[config.mk]
export PLATFORM = sky130hd
export DESIGN_NAME = fetch_tracker
export DESIGN_NICKNAME = d
export VERILOG_FILES = /design/src/rtl/fetch_tracker.sv
export SDC_FILE = /design/constraint.sdc
export NUM_CORES = 1
export LEC_CHECK = 0
export ABC_AREA = 0
export CAP_MARGIN = 40
export CELL_PAD_IN_SITES_DETAIL_PLACEMENT = 0
export CELL_PAD_IN_SITES_GLOBAL_PLACEMENT = 2
export CORE_ASPECT_RATIO = 0.8
export CORE_MARGIN = 8
export CORE_UTILIZATION = 36
export CTS_CLUSTER_SIZE = 20
export DETAILED_ROUTE_END_ITERATION = 7
export PLACE_DENSITY = 0.94
export SYNTH_ARGS = -nofsm -noshare
export SYNTH_HDL_FRONTEND = slang
export SYNTH_SLANG_ARGS = --single-unit
[constraint.sdc]
create_clock -name clk -period 12 [get_ports clk]
set_input_delay 1.8 -clock clk [delete_from_list [all_inputs] [get_ports clk]]
set_output_delay 1.8 -clock clk [all_outputs]
set_load 0.03 [all_outputs]
[src/rtl/fetch_tracker.sv]
// fetch_tracker: pairs granted fetches with their rvalid responses and emits timestamped trace records.
// Optional FETCH_TRACKER_STALL_COUNT_EN adds gnt_stall_o, the REQ_WAIT cycle count of each fetch.
module fetch_tracker #(
    parameter int OUTSTANDING = 2,
    parameter int ADDR_WIDTH  = 32,
    parameter int DATA_WIDTH  = 32
) (
    input  logic                  clk,
    input  logic                  rst_n,
    input  logic [31:0]           counter,
    input  logic                  instr_req,
    input  logic                  instr_gnt,
    input  logic [ADDR_WIDTH-1:0] instr_addr,
    input  logic                  instr_rvalid,
    input  logic [DATA_WIDTH-1:0] instr_rdata,
    output logic [ADDR_WIDTH-1:0] if_addr_o,
    output logic [DATA_WIDTH-1:0] if_instr_o,
    output logic [31:0]           if_stage_start_o,
    output logic [31:0]           if_stage_end_o,
    output logic                  if_data_ready,
    output logic                  overflow_o,
    output logic                  spurious_o
`ifdef FETCH_TRACKER_STALL_COUNT_EN
    ,
    output logic [15:0]           gnt_stall_o
`endif
);
    localparam int PW = OUTSTANDING > 1 ? $clog2(OUTSTANDING) : 1;
    localparam int CW = $clog2(OUTSTANDING) + 1;

    typedef enum logic {IDLE, REQ_WAIT} state_t;
    state_t state, state_nxt;

    logic [ADDR_WIDTH-1:0] addr_mem [OUTSTANDING];
    logic [31:0]           start_mem [OUTSTANDING];
    logic [31:0]           start_q, start_time;
    logic [PW-1:0]         wr_ptr, rd_ptr;
    logic [CW-1:0]         occ;
    logic                  gnt, empty, full, push, pop, bypass;

    assign gnt    = instr_req & instr_gnt;
    assign empty  = occ == '0;
    assign full   = occ == CW'(OUTSTANDING);
    assign bypass = gnt & instr_rvalid & empty;
    assign pop    = instr_rvalid & ~empty;
    assign push   = gnt & ~bypass & (~full | instr_rvalid);

    function automatic logic [PW-1:0] inc(input logic [PW-1:0] p);
        return (p == PW'(OUTSTANDING - 1)) ? '0 : p + 1'b1;
    endfunction

    always_comb begin
        state_nxt  = (instr_req && !instr_gnt) ? REQ_WAIT : IDLE;
        start_time = (state == REQ_WAIT) ? start_q : counter;
    end

`ifdef FETCH_TRACKER_STALL_COUNT_EN
    logic [15:0] stall_mem [OUTSTANDING];
    logic [15:0] stall_q, stall_val;
    // Counts the grant cycle itself, so a 3-cycle wait reports 3.
    assign stall_val = (state != REQ_WAIT) ? 16'd0 : (&stall_q) ? stall_q : stall_q + 16'd1;

    always_ff @(posedge clk) begin
        if (!rst_n) begin
            stall_q     <= '0;
            gnt_stall_o <= '0;
        end else begin
            stall_q <= stall_val;
            if (pop || bypass) gnt_stall_o <= pop ? stall_mem[rd_ptr] : stall_val;
        end
    end

    always_ff @(posedge clk)
        if (rst_n && push) stall_mem[wr_ptr] <= stall_val;
`endif

    always_ff @(posedge clk)
        if (rst_n && push) begin
            addr_mem[wr_ptr]  <= instr_addr;
            start_mem[wr_ptr] <= start_time;
        end

    always_ff @(posedge clk) begin
        if (!rst_n) begin
            state            <= IDLE;
            start_q          <= '0;
            wr_ptr           <= '0;
            rd_ptr           <= '0;
            occ              <= '0;
            if_addr_o        <= '0;
            if_instr_o       <= '0;
            if_stage_start_o <= '0;
            if_stage_end_o   <= '0;
            if_data_ready    <= 1'b0;
            overflow_o       <= 1'b0;
            spurious_o       <= 1'b0;
        end else begin
            state <= state_nxt;
            if (state == IDLE) start_q <= counter;
            if (push) wr_ptr <= inc(wr_ptr);
            if (pop) rd_ptr <= inc(rd_ptr);
            occ           <= occ + CW'(push) - CW'(pop);
            overflow_o    <= overflow_o | (gnt & full & ~instr_rvalid);
            spurious_o    <= spurious_o | (instr_rvalid & empty & ~gnt);
            if_data_ready <= pop | bypass;
            // A bypassed fetch never waited in the queue, so its start equals its end.
            if (pop || bypass) begin
                if_addr_o        <= pop ? addr_mem[rd_ptr] : instr_addr;
                if_instr_o       <= instr_rdata;
                if_stage_start_o <= pop ? start_mem[rd_ptr] : counter;
                if_stage_end_o   <= counter;
            end
        end
    end
endmodule

# Word-level counts from Yosys, hierarchy flattened
# Memory sizes are Yosys's and may differ from the RTL's. A register that Yosys moved wholly into a read port is not among the register bits.
# Cells that the tools add are included.
# word_totals
mem_count,2
mem_bits_rw,128
wordCells,55
in_bits,101
out_inout_bits,131
ff_bits,168
# memory_table
name,depth,width,rd,rd_clocked_by_memory_dff,wr,line,source
addr_mem,2,32,1,1,1,34,logic [ADDR_WIDTH-1:0] addr_mem [OUTSTANDING];
start_mem,2,32,1,1,1,35,logic [31:0] start_mem [OUTSTANDING];
# op_classes
n_addsub,4
bitwise_logic,19
eq_ne,1
mux,12
reduce_logical,5
# ops
op,count
32-bit 2-to-1 mux,3
1-bit bitwise AND,10
1-bit 2-to-1 mux,9
1-bit inverter,5
1-bit OR,4
"1-bit adder, second input constant",2
2-bit by 1-bit adder with 2-bit output,1
"2-bit equality test, second input constant",1
1-bit logical AND,2
2-bit logical NOT,1
2-bit by 1-bit subtractor with 2-bit output,1
1-bit logical NOT,1
1-bit logical OR,1

# Longest topological paths before layout
# Gate-level depths: netlist (run 1).
# logic_depth
depth_word,9
mapped_depth,11
depth_no_buf,9

# Worst setup path before layout (run 1)
# OpenSTA, ideal clock, no wires.
# synth_path
path_type,input port to flip-flop
start,in rst_n
end,"mem addr_mem[0][0], enable pin"
required_ns,11.514
n_path_buf,2
arrival_ns,5.195
path_slack_ns,6.318
setup_ns,0.486
stages,4
cell_sequence,clkbuf_1 > clkbuf_1 > o211ai_1 > nor2_1
# synth_between
elab_chain_cells,3
# synth_lines
element,line,source
from (decl),9,"input logic rst_n,"
1-bit logical AND,78,if (rst_n && push) begin
1-bit 2-to-1 mux,78,
1-bit 2-to-1 mux (not written as such),79,addr_mem[wr_ptr] <= instr_addr;
to (decl),34,
# No other way between the ends.

# Worst setup path after layout (run 1)
# layout_path
start,in instr_gnt
end,"mem addr_mem[0][10], enable pin"
# layout_between
elab_chain_cells,9
# layout_lines
element,line,source
from (decl),12,"input logic instr_gnt,"
1-bit bitwise AND (*),41,assign gnt = instr_req & instr_gnt;
1-bit bitwise AND (2 in a row),44,assign bypass = gnt & instr_rvalid & empty;
1-bit inverter,46,assign push = gnt & ~bypass & (~full | instr_rvalid);
1-bit bitwise AND (*) (2 in a row),46,
1-bit logical AND (*),78,
1-bit 2-to-1 mux (*),78,
1-bit 2-to-1 mux (not written as such) (*),79,
# Every way passes the cells marked *; elsewhere a longest branch is shown, timed or not.

==> out/results.ini, run 1 <==
[worst_setup_path]
crit_fanout=40
critPathCaptureType=flip-flop
cp_cell_sequence=clkdlybuf4s50_1 -> and2_2 -> o211ai_1 -> nor2_4 -> buf_4
worstPathArrival_ps=4790
worstSetupStartpointType=primary input
worst_ep_required_time_ps=12170
slowest_stage=and2_2
reg2reg_depth=9
critical_path.max_stage_delay_ps=730
critPathKind=in2reg

[detailed_routing]
drt_iter0_drc=478
drcViolationCount=0
drt.antenna.violating_nets=0
first_pass_iters=5
wl_per_cell_um=19.4
wl_um=31100
dr_total_vias=8206
avgViaCountPerCell=5.12

[logic_synthesis]
synth_compound_area_share_pct=16.1
yosysTopAreaCell=edfxtp_1
yosysMostFrequentCell=dfxtp_1
syn_inst=973
synth_top_family_by_area=compound AO/OA/AOI/OAI gates
yosys-top-cells-count=dfxtp_1, edfxtp_1, a21oi_1
async_flop_share_pct=0
ys_types=37
synth_area_mm2=0.0114
yosys.area_share.simple_pct=9.41
synth_top_area_share_pct=33.7
syn_avg_cell_area_um2=11.7
seq_area_frac_synth_pct=63.4
syn_nets=1076
synth_edf_count=128
synth-main-ff-cell=dfxtp_1
synth_area_leaders=edfxtp_1, dfxtp_1, mux2_2, a21oi_1, o21ai_0
yosysWarningCount=0
synth-seq-cells=297
synth_adder_area_share_pct=0.220
synth_mux_area_share_pct=6.23
synth-xor-area-share_pct=0.231

[clocking]
cts.sinks=297
clk_latency_ps=550
root_buffer=clkbuf_16
cts_hold_buf=0
h-tree-depth=1
clk_path_buf_depth=3
post_cts_buffers=0
clkTransAtPathRegs_ps=60
numCtsBuffers=30
ctsResizeCount=0
cts_tree=yes

[floorplanning]
num_rows=58
io_pins=232
die_area_mm2=0.0376
die_w_um=215
core-area_mm2=0.0313
initial_core_util_pct=36.4
die_h_um=175

[global_routing]
grt_first_pass_wirelength_um=48900
first_global_vias=8332
grt_max_degree=77
grt.total_usage_pct=15.9
grt_overflow_total=0
antenna_found_initial=2

[timing]
timing.fmax_mhz=217
worst_pin_slew_ps=821
tns_ps=0
timing.hold.ws_ps=474
relSlewSlack_pct=45.3
finalSetupViolCount=0
fin_crit_ps=4610
skew_ps=15.8
final_max_slew_viol_count=0
min_period_over_period_pct=38.5
rsz0062_at_grt=false
finalHoldViolCount=0

[pwr]
vdd_drop_max_mv=0.112
power.total_uw=3110
p_leak_uw=0.00498
p_per_area_mw_per_mm2=206

[hold_path]
hold_path.class=reg2reg
hold_depth=2

[layout]
n_fill_cell=2795
post-route-util_pct=48.2
final_nets=1263
drive_above_1_share_pct=11.7
areaGrowthSynthToFinish_pct=32.2
antennaDiodeCount=0

[placement]
port_buffers=231
post-dp-hpwl_um=19500
gp_congestion=0.716

[job]
drv_cap=0

[run_status]
status=completed

[final cells by class]
type | count | area, um^2 | share of cell area (%)
clock buffer | 42 | 867 | 5.75
inverter | 6 | 23.8 | 0.158
multi-input combinational | 577 | 3700 | 24.5
sequential | 297 | 7230 | 48.0
timing repair buffer | 248 | 2570 | 17.0
tap | 420 | 526 | 3.49
clock inverter | 14 | 153 | 1.01
[worst paths after layout]
path	endpoint	startpoint	slack (ps)
hold / removal	if_stage_start_o[17]	if_stage_start_o[17]	470
setup reg to reg	occ[1]	occ[1]	9240
hold reg to reg	if_stage_start_o[17]	if_stage_start_o[17]	470
setup / recovery	addr_mem[0][10]	instr_gnt	7390
[registers in the layout, indices dropped and copies added, names as in the netlist, named ones only]
register and cells:
start_mem 64, if_stage_start_o 32, if_stage_end_o 32, state 1
overflow_o 1, if_addr_o 32, start_q 32, if_instr_o 32
spurious_o 1, occ 2, rd_ptr 1, addr_mem 64
if_data_ready 1, wr_ptr 1
[worst max-delay path, delay by kind of cell]
family / cells / cell delay (ps)
buf+inv: 2 / 1200
simple gates: 2 / 1400
compound gates: 1 / 300
[layout by cell type (no fill, tap or decap), types with 34 or more instances in the layout]
master           Yosys  final
edfxtp_1           128    128
o21ai_0             77     77
nand3_1             64     64
a21oi_1             96     96
clkdlybuf4s50_1      0    229
mux2_2              58     58
nor2_1              42     40
nand2_1             36     36
dfxtp_1            169    167
and2_1              35     34
[per-layer routing]
metal	vias up	GRT usage, %	wire length [um]
met4	4	3.37	622
li1	3975	-	-
met5	-	0	25
met1	4008	21.3	14400
met3	45	3.40	1390
met2	174	26.2	14700
[logic make-up after synthesis]
kind of cell / after synthesis
xor gates and xnor gates: 3
and+or+nand+nor: 214
buffers and inverters: 99
muxes: 63
adders and majority gates: 2
AOI/OAI and AO/OA: 295
DFF: 297
[per-stage QoR]
stage | std cells | instance area [um^2] | setup WS (ps)
after floorplan | 973 | 11400 | 6320
after global placement | 1540 | 13800 | 6850
after detailed placement | 1548 | 14000 | 6770
after CTS | 1604 | 15100 | 7360
after global routing | 1604 | 15100 | 7160
final | 1604 | 15100 | 7390
[where the power goes]
group / total (uW) / switching [uW] / internal, uW
Combinational: 906 / 558 / 348
Sequential: 1250 / 75.8 / 1170
Clock: 952 / 384 / 568
Total: 3110 / 1020 / 2090
Note: power is estimated with default switching activity, not from simulation.
==> inputs of run 2 (changes only) <==
--- a/config.mk
+++ b/config.mk
@@ -11,10 +11,10 @@
 export CELL_PAD_IN_SITES_GLOBAL_PLACEMENT = 2
 export CORE_ASPECT_RATIO = 0.8
 export CORE_MARGIN = 8
-export CORE_UTILIZATION = 36
+export CORE_UTILIZATION = 33
 export CTS_CLUSTER_SIZE = 20
 export DETAILED_ROUTE_END_ITERATION = 7
-export PLACE_DENSITY = 0.94
+export PLACE_DENSITY = 0.88
 export SYNTH_ARGS = -nofsm -noshare
 export SYNTH_HDL_FRONTEND = slang
 export SYNTH_SLANG_ARGS = --single-unit
==> constraint.sdc (replaced) <==
create_clock -name clk -period 4.4 [get_ports clk]
set_input_delay 0.66 -clock clk [delete_from_list [all_inputs] [get_ports clk]]
set_output_delay 0.66 -clock clk [all_outputs]
set_load 0.03 [all_outputs]
==> out/results.ini, run 2 (synthesized netlist as in run 1, its figures left out) <==
[run_status]
status=completed  ; unchanged

[timing]
fin_crit_ps=2780
finalSetupViolCount=0  ; unchanged
rsz0062_at_grt=false  ; unchanged
timing.hold.ws_ps=473  ; was 474 ps
tns_ps=0  ; unchanged
finalHoldViolCount=0  ; unchanged
final_max_slew_viol_count=0  ; unchanged
skew_ps=9.92  ; was 15.8 ps
relSlewSlack_pct=42.3  ; was 45.3%
min_period_over_period_pct=63.1
worst_pin_slew_ps=864  ; was 821 ps
timing.fmax_mhz=360

[pwr]
power.total_uw=8380  ; was 3110 uW
p_leak_uw=0.00493  ; was 0.00498 uW
vdd_drop_max_mv=0.313  ; was 0.112 mV
p_per_area_mw_per_mm2=558  ; was 206 mW/mm^2

[floorplanning]
io_pins=232  ; unchanged
die_area_mm2=0.0408  ; was 0.0376 mm^2
die_h_um=182  ; was 175 um
die_w_um=224  ; was 215 um
core-area_mm2=0.0344  ; was 0.0313 mm^2
initial_core_util_pct=33.1  ; was 36.4%
num_rows=61  ; was 58

[hold_path]
hold_path.class=reg2reg  ; unchanged

[worst_setup_path]
critPathCaptureType=flip-flop  ; unchanged
crit_fanout=25  ; was 40
critPathKind=in2reg  ; unchanged
worstSetupStartpointType=primary input  ; unchanged
worstPathArrival_ps=3030  ; was 4790 ps
worst_ep_required_time_ps=4650  ; was 12,170 ps

[clocking]
clkTransAtPathRegs_ps=60  ; about the same
clk_path_buf_depth=3  ; unchanged
cts_hold_buf=0  ; unchanged
clk_latency_ps=560  ; was 550 ps
post_cts_buffers=0  ; unchanged
h-tree-depth=1  ; unchanged
cts.sinks=297  ; unchanged
root_buffer=clkbuf_16  ; unchanged
numCtsBuffers=31  ; was 30
cts_tree=yes  ; unchanged
ctsResizeCount=0  ; unchanged

[placement]
gp_congestion=0.720  ; was 0.716
post-dp-hpwl_um=19800  ; was 19,500 um
port_buffers=231  ; unchanged
placed_cells=1601  ; was 1,548

[global_routing]
first_global_vias=8367  ; was 8,332
grt_overflow_total=0  ; unchanged
antenna_found_initial=0  ; was 2
grt_max_degree=65  ; was 77
grt_first_pass_wirelength_um=49800  ; was 48,900 um
grt.total_usage_pct=15.1  ; was 15.9%

[detailed_routing]
wl_um=31800  ; was 31,100 um
drcViolationCount=0  ; unchanged
first_pass_iters=5  ; unchanged
wl_per_cell_um=19.2  ; was 19.4 um
avgViaCountPerCell=5.01  ; was 5.12
drt.antenna.violating_nets=0  ; unchanged
dr_total_vias=8299  ; was 8,206
drt_iter0_drc=599  ; was 478

[layout]
n_fill_cell=3239  ; was 2,795
layout_common_cells=clkdlybuf4s50_1, dfxtp_1, edfxtp_1, a21oi_1, o21ai_0  ; unchanged
areaGrowthSynthToFinish_pct=31.8  ; was 32.2%
final_nets=1265  ; was 1,263
antennaDiodeCount=0  ; unchanged
drive_above_1_share_pct=11.7  ; about the same
fin_cells=1658  ; was 1,604
mostFrequentLayoutCell=clkdlybuf4s50_1  ; unchanged
largestRegisters=addr_mem (64), start_mem (64)  ; unchanged

[job]
drv_cap=0  ; unchanged

[run 2: path summary, 6_finish.rpt]
check / end / from / cells past startpoint / slack, ps
max: addr_mem[0][2] / instr_req / 5 / 1620
max reg2reg: addr_mem[0][2] / occ[1] / 4 / 2130
min: if_stage_end_o[22] / if_stage_end_o[22] / 2 / 470
min reg2reg: if_stage_end_o[22] / if_stage_end_o[22] / 2 / 470
[run 2: worst max-delay path: stages]
cell	delay, ps
clkdlybuf4s50_1	580
and2_1	510
o211ai_1	280
nor2_4	690
buf_12	280
[run 2: where the power goes]
group          internal (uW)  switching [uW]  total [uW]
clock                   1490            1090        2570
combinational            894            1510        2400
sequential              3200             206        3400
[run 2: layout make-up]
type / instances / area (um^2) / share of cell area, %
clock buffer: 39 / 816 / 5.43
timing repair buffer: 249 / 2490 / 16.6
inverter: 6 / 23.8 / 0.158
clock inverter: 18 / 171 / 1.14
multi-input combinational: 577 / 3690 / 24.6
sequential: 297 / 7230 / 48.1
tap: 472 / 591 / 3.93
[run 2: per-stage QoR]
step           instance area [um^2]  setup WS [ps]  util, %
2_1_floorplan                 11400            917        -
3_3_place_gp                  14000           1090     40.7
3_5_place_dp                  14000           1000     40.8
4_1_cts                       15000           1600     43.6
5_1_grt                       15000           1450     43.6
6_report                      15000           1620     43.6
[run 2: layer usage]
| metal | vias up | track usage [%] | wire length, um |
|---|---|---|---|
| met2 | 179 | 25.3 | 15400 |
| li1 | 3991 | - | - |
| met5 | - | 0 | 0 |
| met3 | 39 | 3.38 | 1570 |
| met1 | 4090 | 19.8 | 14400 |
| met4 | 0 | 3.08 | 517 |
==> edit 1: new RTL, config.mk and constraints of run 2 <==
Set the parameter `DATA_WIDTH` to 64 (it was 32).
--- a/src/rtl/fetch_tracker.sv
+++ b/src/rtl/fetch_tracker.sv
@@ -5,3 +5,3 @@
     parameter int ADDR_WIDTH  = 32,
-    parameter int DATA_WIDTH  = 32
+    parameter int DATA_WIDTH  = 64
 ) (
Ports: changed (resized if_instr_o and instr_rdata); port bits go from 232 to 296. The function was not compared with the original's and may differ.
==> edit 1 against run 2 <==
- routed wire length grew 18%
- total power is 15% higher
- sequential share of layout area is 3.0 points lower
- count of clock-buffer cells in the layout increased by 13
- clock power up 18%
- area after synthesis grew 13%
- combinational power grew 21%
- first-iteration DRC count decreased by 9.2%
- core utilization grew 1.8 points
- non-clock buffer count up 68
- die area is 12% higher
- sequential cell count increased by 32
- cell area grew 16%
- worst setup slack improved by 0.30 ns
==> edit 1: results (changes against run 2) <==
Drt
  – Drt total wl: 37,540 um (was 31,830 um)
  – 1st-iter DRT viols: 544 (was 599)

Timing
  – Slew HR: 0.4339 (was 0.4234)
  – Clk_skew: 0.01765 ns (was 0.009920 ns)

Cells and area
  – Net count, final: 1,461 (was 1,265)
  – Biggest regs: addr_mem: 64 flops, if_instr_o: 64 flops, start_mem: 64 flops (was addr_mem: 64 flops, start_mem: 64 flops)
  – Fraction of layout cells with a size suffix above 1: 0.1758 (was 0.1172)

Global routing
  – Largest net degree at the start of global routing: 74 (was 65)
  – Vias in the first global route: 9,360 (was 8,367)
  – GRT Total Usage: 0.1560 (was 0.1507)
  – Met2 Resource Use GR: 0.2534 (was 0.2533)
  – First-pass GRT wire length: 56,440 um (was 49,830 um)
  – GR Util met3: 0.03682 (was 0.03385)
  – Met1 usage: 0.2004 (was 0.1976)
  – Initial antenna violation count: 2 (was 0)

Worst setup path
  – R2r setup slk: 2.06 ns (was 2.13 ns)
  – Largest stage delay, worst path: 0.73 ns (was 0.69 ns)
  – Delay-heaviest family, CP: buffers and inverters (was simple AND/OR/NAND/NOR gates)
  – CP max FO: 21 (was 25)

Placement
  – GPL Wtd Cong: 0.7288 (was 0.7197)
  – Dpl hpwl: 24,170 um (was 19,810 um)

Min path
  – Hold Startpoint: if_instr_o[24]$_SDFFE_PN0P_ (was if_stage_end_o[22]$_SDFFE_PN0P_)

Synthesis
  – Seq/Total Area, Yosys: 0.6119 (was 0.6342)
  – Dominant cells by area after synthesis: dfxtp_1 (31%), edfxtp_1 (30%), mux2_2 (8.0%), mux2i_1 (5.1%), nand3_1 (3.7%) (was edfxtp_1 (34%), dfxtp_1 (30%), mux2_2 (5.7%), a21oi_1 (4.2%), o21ai_0 (3.4%))
  – Top post-synthesis cells by count: dfxtp_1 (201), edfxtp_1 (128), nand3_1 (96) (was dfxtp_1 (169), edfxtp_1 (128), a21oi_1 (96))
  – Synth unique cells: 36 (was 37)

CTS
  – Skew-Pair Late Insertion Delay: 0.52 ns (was 0.56 ns)
  – CTS Buf Count: 36 (was 31)
  – CTS H-tree depth: 2 (was 1)

Outcome
  – Status: finished clean (unchanged)

Pwr
  – Maximum vdd drop: 0.2969 mV (was 0.3128 mV)
## edit 1: cell type report
type                       count  area [sq um]
antenna                        3         7.507
clock buffer                  52          1125
clock inverter                14         83.83
fill                        3523         20920
inverter                       5         22.52
multi-input combinational    637          4442
sequential                   329          7873
tap                          495         619.3
timing repair buffer         317          3263
## edit 1: kinds of logic after synthesis
group                    count (synthesis)  synth area share
AO/OA/AOI/OAI                          262            0.1252
XOR/XNOR                                 3          0.002044
adder cells (fa/ha/maj)                  2          0.001946
buffers and inverters                  102           0.04632
flip-flops                             329            0.6119
multiplexers                           161            0.1347
AND/OR/NAND/NOR                        209           0.07785
## edit 1: path summary, 6_finish.rpt
check,to,cells after the start
worst max-delay path,start_mem[0][21]$_DFFE_PP_,4
worst min-delay path,if_instr_o[24]$_SDFFE_PN0P_,2
worst max register to register,start_mem[0][21]$_DFFE_PP_,4
worst min register to register,if_instr_o[24]$_SDFFE_PN0P_,2
## edit 1: metrics by stage
stage	instance area (sq um)	hold WS, ns	instances	setup WS, ns
3_5_place_dp	16220	0.4585	1783	1.388
6_report	17440	0.4669	1852	1.927
3_3_place_gp	16060	0.4512	1777	1.286
5_1_grt	17430	0.4792	1851	1.816
4_1_cts	17430	0.4684	1849	1.938
2_1_floorplan	12860	0.4387	1068	0.2807
## edit 1: per-layer routing
layer | part of all wire | wire, um
met1 | 0.45 | 16740
met2 | 0.47 | 17700
met3 | 0.049 | 1852
met4 | 0.033 | 1243
met5 | 0 | 0
## edit 1: where the power goes
group | switching (uW) | internal [uW] | leakage [uW]
Combinational | 1730 | 1180 | 0.00243
Clock | 1240 | 1780 | 0.000602
Sequential | 221 | 3520 | 0.00281
Total | 3190 | 6480 | 0.00584
## edit 1: tightest hold or removal path, delay by kind of cell (launching register included)
kind | cells | cell delay (ns)
compound gates | 2 | 0.11
flops | 1 | 0.31
==> edit 2: new RTL, config.mk and constraints of run 2 <==
Without the edit above. Put one more register stage on the output `overflow_o`. The value now appears one clock later. The other outputs are not delayed to match.
--- a/src/rtl/fetch_tracker.sv
+++ b/src/rtl/fetch_tracker.sv
@@ -31,2 +31,4 @@
     typedef enum logic {IDLE, REQ_WAIT} state_t;
+
+    logic overflow_s0;
     state_t state, state_nxt;
@@ -94,3 +96,3 @@
             if_data_ready    <= 1'b0;
-            overflow_o       <= 1'b0;
+            overflow_s0      <= 1'b0;
             spurious_o       <= 1'b0;
@@ -102,3 +104,3 @@
             occ           <= occ + CW'(push) - CW'(pop);
-            overflow_o    <= overflow_o | (gnt & full & ~instr_rvalid);
+            overflow_s0   <= overflow_s0 | (gnt & full & ~instr_rvalid);
             spurious_o    <= spurious_o | (instr_rvalid & empty & ~gnt);
@@ -114,2 +116,6 @@
     end
+    always_ff @(posedge clk) begin
+        overflow_o <= overflow_s0;
+    end
+
 endmodule
Formal check against the unedited RTL: not equivalent (a bounded check fails within 4 cycles, from zero or initial values and one cycle with rst_n low).
==> edit 2 against run 2 <==
- sequential cell count rose by 1
- area after synthesis grew 0.18%
- cell area up 1.3%
- sequential share of layout area shrank 0.48 points
- first-iteration DRC count down 29%
- total power rose by 3.8%
- routed wire length increased by 3.9%
- via count grew 2.2%
- core utilization grew 0.56 points
- worst setup slack gained 0.085 ns
- critical path type is now flip-flop to flip-flop
==> edit 2: results (changes against run 2) <==
Worst setup path
  – Delay-heaviest family, CP: compound AO/OA/AOI/OAI gates (was simple AND/OR/NAND/NOR gates)
  – Slowest CP cell: o21ai_4 (was nor2_4)
  – Critical path arrival: 3.10 ns (was 3.03 ns)
  – R2R cell count: 8 (was 4)
  – Largest stage delay, worst path: 0.62 ns (was 0.69 ns)
  – CP max FO: 28 (was 25)

Synthesis
  – Gate Count Post-Synth: 974 (was 973)
  – Syn_nets: 1,077 (was 1,076)
  – Top post-synthesis cells by count: dfxtp_1 (170), edfxtp_1 (128), a21oi_1 (96) (was dfxtp_1 (169), edfxtp_1 (128), a21oi_1 (96))
  – Seq/Total Area, Yosys: 0.6349 (was 0.6342)
  – Dominant cells by area after synthesis: edfxtp_1 (34%), dfxtp_1 (30%), mux2_2 (5.7%), a21oi_1 (4.2%), o21ai_0 (3.4%) (unchanged)

Timing
  – Tightest Pin Transition: 0.7664 ns (was 0.8640 ns)
  – Clk_skew: 0.01626 ns (was 0.009920 ns)

CTS
  – Skew-Pair Late Insertion Delay: 0.51 ns (was 0.56 ns)
  – Cts repair resizes: 0 (unchanged)
  – CTS H-tree depth: 2 (was 1)
  – CTS Buf Count: 34 (was 31)

Global routing
  – Met1 usage: 0.2069 (was 0.1976)
  – GRT Total Usage: 0.1563 (was 0.1507)
  – GR Util met3: 0.04042 (was 0.03385)
  – Initial antenna violation count: 2 (was 0)
  – First-pass GRT wire length: 50,990 um (was 49,830 um)
  – Met2 Resource Use GR: 0.2480 (was 0.2533)
  – Largest net degree at the start of global routing: 67 (was 65)

Cells and area
  – Filler instances: 3,218 (was 3,239)
  – Fraction of layout cells with a size suffix above 1: 0.1208 (was 0.1172)

Placement
  – Cell Count Post-Placement: 1,603 (was 1,601)
  – Dpl hpwl: 20,500 um (was 19,810 um)
  – Area after DPL: 14,100 sq um (was 14,030 sq um)

Pwr
  – Maximum vdd drop: 0.2285 mV (was 0.3128 mV)
  – Psw: 2874 uW (was 2801 uW)
  – LEAKAGE: 0.005012 uW (was 0.004932 uW)

Drt
  – WL met3: 1974 um (was 1572 um)
  – DR vias/cell: 5.098 (was 5.005)
  – Met2 wire length: 15,250 um (was 15,360 um)
  – 1st-iter DRT viols: 427 (was 599)
  – DRT met1 WL: 15,010 um (was 14,380 um)
  – Detailed-route via count: 8,483 (was 8,299)
  – Top sig layer: met5 (was met4)
  – Drt total wl: 33,070 um (was 31,830 um)

Outcome
  – Status: finished clean (unchanged)
[edit 2: logic make-up after synthesis]
kind of cell | count (synthesis) | share of synthesized area
buffers and inverters | 99 | 0.04363
XOR/XNOR | 3 | 0.002302
AO/OA/AOI/OAI | 295 | 0.1609
adder cells (fa/ha/maj) | 2 | 0.002192
multiplexers | 63 | 0.06215
AND/OR/NAND/NOR | 214 | 0.09394
flip-flops | 298 | 0.6349
[edit 2: power by group through the flow]
| stage | Clock (uW) | Combinational [uW] | Sequential, uW |
|---|---|---|---|
| after CTS | 2890 | 2500 | 3430 |
| after detailed placement | 0 | 2490 | 3490 |
| after global routing | 3010 | 2650 | 3470 |
| after floorplan | 0 | 1210 | 3820 |
| final | 2810 | 2460 | 3420 |
| after global placement | 0 | 2350 | 3540 |
[edit 2: layout make-up]
cell class,count,area [sq um],share of cell area
inverters,6,23.77,0.001562
clock inverters,18,188.9,0.01242
clock buffers,43,927.1,0.06094
flip-flops and latches,298,7252,0.4766
repair buffers,250,2535,0.1666
multi-input cells,577,3697,0.2430
well taps,472,590.6,0.03882
[edit 2: stage by stage]
step                        util  hold WS (ns)
after floorplan                -        0.3313
after global placement    0.4062        0.3522
after detailed placement  0.4096        0.3508
after CTS                 0.4420        0.3598
after global routing      0.4420        0.3631
final                     0.4420        0.3603
[edit 2: final timing paths]
path | from | to | slack [ns]
worst max-delay path | occ[1]$_SDFF_PN0_ | occ[1]$_SDFF_PN0_ | 1.71
worst min-delay path | overflow_s0$_SDFF_PN0_ | overflow_o$_DFF_P_ | 0.36
worst max register to register | occ[1]$_SDFF_PN0_ | occ[1]$_SDFF_PN0_ | 1.71
worst min register to register | overflow_s0$_SDFF_PN0_ | overflow_o$_DFF_P_ | 0.36
